File: src/rtl/pipe_skid_reg.sv
// Pipeline stage register with valid/ready handshake and a one-entry skid buffer.
// All outputs are register-driven; flush empties the stage and leaves a bubble behind.
module pipe_skid_reg #(
    parameter int unsigned          DATA_BITS    = 32,
    parameter logic [DATA_BITS-1:0] BUBBLE_VALUE = '0
) (
    input  logic                 clk,
    input  logic                 rst,
    input  logic                 flush,
    input  logic                 in_valid,
    output logic                 in_ready,
    input  logic [DATA_BITS-1:0] in_data,
    output logic                 out_valid,
    input  logic                 out_ready,
    output logic [DATA_BITS-1:0] out_data,
    output logic [1:0]           occupancy
);

    // Encoding equals the number of held entries so occupancy is the state register.
    typedef enum logic [1:0] {
        StEmpty = 2'd0,
        StOne   = 2'd1,
        StTwo   = 2'd2
    } state_e;

    state_e               state_q, state_d;
    logic [DATA_BITS-1:0] main_q, main_d;
    logic [DATA_BITS-1:0] skid_q, skid_d;
    logic                 in_ready_q;
    logic                 out_valid_q;
    logic                 accept;
    logic                 take;

    assign accept = in_valid & in_ready_q;
    assign take   = out_valid_q & out_ready;

    always_comb begin
        state_d = state_q;
        main_d  = main_q;
        skid_d  = skid_q;
        if (flush) begin
            state_d = StEmpty;
            main_d  = BUBBLE_VALUE;
            skid_d  = BUBBLE_VALUE;
        end else begin
            unique case (state_q)
                StEmpty: begin
                    if (accept) begin
                        state_d = StOne;
                        main_d  = in_data;
                    end
                end
                StOne: begin
                    if (accept && take) begin
                        main_d = in_data;
                    end else if (accept) begin
                        state_d = StTwo;
                        skid_d  = in_data;
                    end else if (take) begin
                        state_d = StEmpty;
                        main_d  = BUBBLE_VALUE;
                    end
                end
                StTwo: begin
                    if (take) begin
                        state_d = StOne;
                        main_d  = skid_q;
                        skid_d  = BUBBLE_VALUE;
                    end
                end
                default: begin
                    // Unreachable encoding: recover to a clean empty stage.
                    state_d = StEmpty;
                    main_d  = BUBBLE_VALUE;
                    skid_d  = BUBBLE_VALUE;
                end
            endcase
        end
    end

    always_ff @(posedge clk or posedge rst) begin
        if (rst) begin
            state_q     <= StEmpty;
            main_q      <= BUBBLE_VALUE;
            skid_q      <= BUBBLE_VALUE;
            in_ready_q  <= 1'b1;
            out_valid_q <= 1'b0;
        end else begin
            state_q     <= state_d;
            main_q      <= main_d;
            skid_q      <= skid_d;
            in_ready_q  <= (state_d != StTwo);
            out_valid_q <= (state_d != StEmpty);
        end
    end

    assign in_ready  = in_ready_q;
    assign out_valid = out_valid_q;
    assign out_data  = main_q;
    assign occupancy = state_q;

endmodule

File: config.mk
export PLATFORM = sky130hd
export DESIGN_NAME = pipe_skid_reg
export DESIGN_NICKNAME = d
export VERILOG_FILES = /design/src/rtl/pipe_skid_reg.sv
export SDC_FILE = /design/constraint.sdc
export NUM_CORES = 1
export LEC_CHECK = 0
export ABC_AREA = 1
export BUFFER_PORTS_ARGS = -buffer_cell sky130_fd_sc_hd__buf_4
export CAP_MARGIN = 30
export CORE_AREA = 2 2 133 109
export CTS_BUF_LIST = sky130_fd_sc_hd__clkbuf_8
export CTS_CLUSTER_SIZE = 14
export DETAILED_ROUTE_END_ITERATION = 12
export DIE_AREA = 0 0 135 111
export HOLD_SLACK_MARGIN = 0.08
export PLACE_DENSITY = 0.57
export SYNTH_ARGS = -nofsm -noshare
export SYNTH_HDL_FRONTEND = slang
export SYNTH_SLANG_ARGS = --single-unit
File: constraint.sdc
create_clock -name clk -period 2.7 [get_ports clk]
set_clock_uncertainty 0.05 [all_clocks]
set_input_delay 0.405 -clock clk [delete_from_list [all_inputs] [get_ports clk]]
set_output_delay 0.405 -clock clk [all_outputs]
set_load 0.02 [all_outputs]
==> results_dict.tcl, run 1 <==
set metrics [dict create \
    timing.fmax_ghz 0.431 \
    cts-root-buf "clkbuf_8" \
    dieWidth_um 135 \
    grt_max_degree 69 \
    setup_tns_ns 0 \
    syn_avg_cell_area_um2 6.41 \
    cts_inserted_buffers 9 \
    critPathKind "flip-flop to flip-flop" \
    cts_setup_buffers 0 \
    seq_area_mm2 0.00170 \
    routedWlPerCell_um 13.1 \
    final-hold-violation-count 0 \
    cap_viol_max_count 0 \
    rr_worst_depth 7 \
    synthAdderAreaFrac 0 \
    endpoint "skid_q[2]" \
    synthMuxAreaShare 0 \
    io_pins 73 \
    diodes 0 \
    critPathLaunch "occupancy[1]" \
    rrSetupSlack_ns 0.38 \
    synth_top_family_by_area "simple AND/OR/NAND/NOR gates" \
    clock_latency_ns 0.36 \
    nets 723 \
    drc 0 \
    drive_gt1_frac 0.165 \
    worst_pin_slew_ns 0.795 \
    reg2reg_to "skid_q[2]" \
    numPortBuffers 72 \
    routed_wl_um 11500 \
    hpwl_um 7490 \
    drtIter0Drc 274 \
    cp.arrival_ns 2.53 \
    synth_cell_types 18 \
    worstReg2RegStart "occupancy[1]" \
    setup_violations 0 \
    vias 3906 \
    ys_seq_area_frac 0.423 \
    place.gp.congestion 0.770 \
    netlist_instances 628 \
    ant_nets 0 \
    via_per_inst 4.46 \
    end_kind "flip-flop" \
    path_max_fanout 33 \
    row_count 39 \
    finalCriticalPeriod_ns 2.32 \
    antenna_found_initial 0 \
    slew_headroom 0.469 \
    grt_pass1_wl_um 19500 \
    cp.required_ns 2.90 \
    leakage_nw 2.93 \
    synth_seq_cells 68 \
    worst_slack_ns 0.377 \
    yosys.area_share.simple 0.456 \
    htreeDepth 3 \
    worstSetupStartpointType "flip-flop" \
    ys_warn_count 0 \
    drv_slew 0 \
    dieHeight_um 111 \
    cts_tree "yes" \
    clk_pin_slew_worst_paths_ns 0.07 \
    die_area_mm2 0.0150 \
    synth_area_mm2 0.00403 \
    place_ws_ns 0.141 \
    status "complete, no violations" \
    synth-xor-area-share 0 \
    cts_num_sinks 68 \
    hold_path_class "primary input to flip-flop" \
    core_mm2 0.0139 \
    first_pass_iters 4 \
    grt_pass1_vias 3828 \
    grtUsageTotal 0.164 \
    vdd_drop_max_v 0.000222 \
    rsz0062_at_grt "no" \
    fillers 1541 \
    powerDensity_mw_per_mm2 605 \
    syn_nets 665 \
    overflow 0 \
    multi_input_area_mm2 0.00188 \
    area_growth_pct 23.3 \
    initial_core_util 0.290 \
    synth_compound_gate_area_share 0.00684 \
    cts_max_path_buffers 2 \
    period_share 0.860 \
]
==> cell families (layout without fill, tap and decap cells) <==
logic type | after synthesis | in the layout
buffers and inverters | 113 | 176
and+or+nand+nor | 443 | 443
AOI/OAI and AO/OA | 4 | 4
DFF | 68 | 68
==> metrics by stage <==
| stage | instances | hold slack (ns) | instance area [um^2] | power [mW] | utilization |
|---|---|---|---|---|---|
| floorplan | 628 | 0.393 | 4030 | 1.81 | - |
| global placement | 858 | 0.407 | 4740 | 2.14 | 0.342 |
| detailed placement | 858 | 0.409 | 4740 | 2.15 | 0.342 |
| CTS | 875 | 0.298 | 4960 | 3.04 | 0.358 |
| global route | 875 | 0.318 | 4960 | 3.20 | 0.358 |
| finish | 875 | 0.312 | 4960 | 3.00 | 0.358 |
==> final cells by class <==
type	instances	share of cell area
inverters	71	0.0537
repair buffers	89	0.138
clock inverters	5	0.0103
multi-input cells	447	0.378
clock buffers	11	0.0305
well taps	184	0.0464
flip-flops and latches	68	0.343
==> sequential cells by signal (all words and copies together) (netlist names) <==
name	count
skid_q	32
in_ready	1
out_valid	1
out_data	32
occupancy	2
==> power by group <==
part | switching [mW] | internal, mW
sequential | 0.0744 | 1.14
combinational | 0.599 | 0.308
clock | 0.414 | 0.471
==> synth_stat cells <==
library cell	n	share of area
o21ai_0	1	0.0012
dfstp_2	1	0.0065
dfrtp_1	67	0.42
nand3_1	96	0.12
inv_2	2	0.0019
o22ai_2	1	0.0031
nor3_1	32	0.040
buf_1	1	0.00093
buf_2	19	0.024
buf_4	3	0.0056
nand2_1	270	0.25
nor2_2	1	0.0016
nand2_2	1	0.0016
inv_1	69	0.064
clkbuf_1	19	0.018
a21oi_1	2	0.0025
nor2_1	42	0.039
nor2_4	1	0.0028
==> timing repair <==
item | in CTS | in global routing
setup endpoints to repair | 0 | 32
hold endpoints to repair | 23 | 0
hold buffers | 1 | 0
resized for setup | 0 | 1
==> how the worst min path moves through the flow <==
stage                          start            to  slack [ns]  depth (start not counted)
final                          flush  out_data[31]        0.31                          4
after global routing           flush  out_data[31]        0.32                          4
after CTS                      flush  out_data[31]        0.30                          4
after detailed placement  skid_q[14]    skid_q[14]        0.41                          2
after global placement    skid_q[11]    skid_q[11]        0.41                          2
after floorplan           skid_q[18]    skid_q[18]        0.39                          2
==> worst max-delay path, stage by stage (launching register included) <==
cell,delay [ns]
dfrtp_1,0.63
inv_1,0.13
nand2_2,0.08
nor2_1,0.07
nor2_4,0.61
nand2_4,0.41
nand2_1,0.17
nand2_1,0.06
==> cell usage in the layout (no fill, tap or decap), types with 3 or more instances in the layout <==
master    synthesis  routed
buf_4             3      87
nand2_1         270     269
dfrtp_1          67      67
nor2_2            1       3
inv_1            69      69
nor3_1           32      32
nor2_1           42      40
clkbuf_8          0      11
inv_2             2       3
nand3_1          96      96
==> per-layer routing <==
| metal | wire [um] | global-route usage |
|---|---|---|
| met5 | 0 | 0 |
| met4 | 117 | 0.0424 |
| met3 | 579 | 0.0444 |
| met2 | 4990 | 0.246 |
| met1 | 5770 | 0.235 |
Note: power is estimated with default switching activity, not from simulation.
==> run 2, diff against run 1 <==
==> constraint.sdc (replaced) <==
create_clock -name clk -period 2.7 [get_ports clk]
set_clock_uncertainty 0.05 [all_clocks]
set_input_delay 0.135 -clock clk [delete_from_list [all_inputs] [get_ports clk]]
set_output_delay 0.135 -clock clk [all_outputs]
set_load 0.02 [all_outputs]
==> run 2 against run 1 <==
  * Fmax shrank 2.2%
  * Critical path type unchanged
  * Combinational power up 1%
  * Sequential power barely moved
  * Non-clock buffer count rose by 13
  * Critical endpoint is now skid_q[29]
  * Routed wire length up 2.0%
  * Total power fell by 2.7%
==> results_dict.tcl, run 2 (same netlist as run 1, synthesis figures left out) <==
set metrics [dict create \
    initial_core_util 0.290 \
    cp.required_ns 2.90 \
    ant_nets 0 \
    worst_pin_slew_ns 0.821 \
    htreeDepth 3 \
    hold_path_class "primary input to flip-flop" \
    cp.arrival_ns 2.58 \
    dieHeight_um 111 \
    drive_gt1_frac 0.161 \
    die_area_mm2 0.0150 \
    worst_slack_ns 0.325 \
    row_count 39 \
    cap_viol_max_count 0 \
    drtIter0Drc 285 \
    clock_latency_ns 0.37 \
    cts-root-buf "clkbuf_8" \
    place.gp.congestion 0.762 \
    via_per_inst 4.47 \
    power_frac_comb 0.315 \
    status "complete, no violations" \
    p_sw_frac 0.374 \
    clk_pin_slew_worst_paths_ns 0.08 \
    numPortBuffers 72 \
    cts_num_sinks 68 \
    timing.fmax_ghz 0.421 \
    hpwl_um 7760 \
    powerDensity_mw_per_mm2 578 \
    worstSetupStartpointType "flip-flop" \
    finalCriticalPeriod_ns 2.38 \
    end_kind "flip-flop" \
    antenna_found_initial 0 \
    intPower_mw 1.83 \
    drv_slew 0 \
    grt_pass1_vias 3805 \
    slew_headroom 0.451 \
    cts_max_path_buffers 2 \
    path_max_fanout 33 \
    period_share 0.880 \
    setup_violations 0 \
    dieWidth_um 135 \
    routed_wl_um 11700 \
    crit_top_cell "nand2_1" \
    final_cell_mix "nand2_1, nand3_1, buf_4, inv_1, dfrtp_1" \
    hold_path_depth 5 \
    leakage_nw 2.96 \
    grt_pass1_wl_um 19700 \
    cp_slowest_cell "dfrtp_1" \
    finalCoreUtilization 0.365 \
    place_ws_ns 0.0811 \
    first_pass_iters 4 \
    grtUsageTotal 0.169 \
    rr_worst_depth 7 \
    cts_inserted_buffers 9 \
    core_mm2 0.0139 \
    cts_tree "yes" \
    cts_setup_buffers 0 \
    setup_tns_ns 0 \
    overflow 0 \
    seqPwrFrac 0.415 \
    area_growth_pct 25.6 \
    vdd_drop_max_v 0.000207 \
    power.switching_mw 1.09 \
    routedWlPerCell_um 13.2 \
    clockPowerShare 0.269 \
    vias 3965 \
    crit_chain "inv_1 > nand2_2 > nor2_1 > nor2_4 > nand2_4 > nand2_1 > nand2_1" \
    rsz0062_at_grt "no" \
    drc 0 \
    layout_commonest_cell "nand2_1" \
    final-hold-violation-count 0 \
    diodes 0 \
    grt_max_degree 65 \
    cp_slowest_stage_delay_ns 0.64 \
    critPathKind "flip-flop to flip-flop" \
    io_pins 73 \
    nets 736 \
]
==> run 2: cell count changes in the layout (fill, tap and decap cells not counted), sizes merged <==
cell         previous run  this run
buf                    88        87
bufinv                  1         0
clkinvlp                1         2
dlygate4sd3             1        15
inv                    72        71
==> run 2: through the flow <==
stage / instance area (um^2) / total power [mW] / hold slack [ns] / std cells
finish: 5050 / 2.92 / 0.101 / 887
global route: 5050 / 3.13 / 0.105 / 887
CTS: 5050 / 2.97 / 0.0805 / 887
detailed placement: 4720 / 2.14 / 0.0436 / 857
global placement: 4720 / 2.14 / 0.0412 / 857
floorplan: 4030 / 1.81 / 0.287 / 628
==> run 2: worst max-delay path: cells and delay by family, from the launching register on <==
kind / cells / cell delay (ns)
flip-flops: 1 / 0.64
buffers and inverters: 1 / 0.13
AND/OR/NAND/NOR: 6 / 1.41
==> run 2: path summary, 6_finish.rpt <==
path	start	endpoint	slack, ns
hold reg to reg	skid_q[11]	skid_q[11]	0.43
setup / recovery	occupancy[1]	skid_q[29]	0.32
max in group asynchronous	rst	in_ready	1.68
hold / removal	in_data[19]	skid_q[19]	0.10
setup reg to reg	occupancy[1]	skid_q[29]	0.32
min in group asynchronous	rst	out_data[5]	0.21
==> run 2: cell type report <==
cell class | count | area, um^2
well taps | 184 | 230
clock buffers | 11 | 151
fillers | 1576 | 8800
multi-input cells | 447 | 1880
flip-flops and latches | 68 | 1700
inverters | 71 | 267
repair buffers | 102 | 803
clock inverters | 4 | 25.0
==> run 2: routing by layer <==
layer  vias to the layer above  track usage  routed length (um)  share of wire
met1                      1808        0.239                5890           0.50
met2                        79        0.245                4990           0.43
met4                         0       0.0625                 208          0.018
li1                       2065            -                   -              -
met3                        13       0.0448                 596          0.051
met5                         -            0                   0              0
==> run 2: power groups by stage <==
stage	logic (mW)	clock network, mW	registers [mW]
floorplan	0.496	0	1.31
global placement	0.909	0	1.23
finish	0.921	0.787	1.21
global route	1.04	0.862	1.23
CTS	0.931	0.823	1.21
detailed placement	0.912	0	1.23
==> run 2: timing repair <==
item	4_1_cts	5_1_grt
hold endpoints to repair	83	0
gates resized for setup	0	1
setup endpoints to repair	0	32
hold buffers	15	0
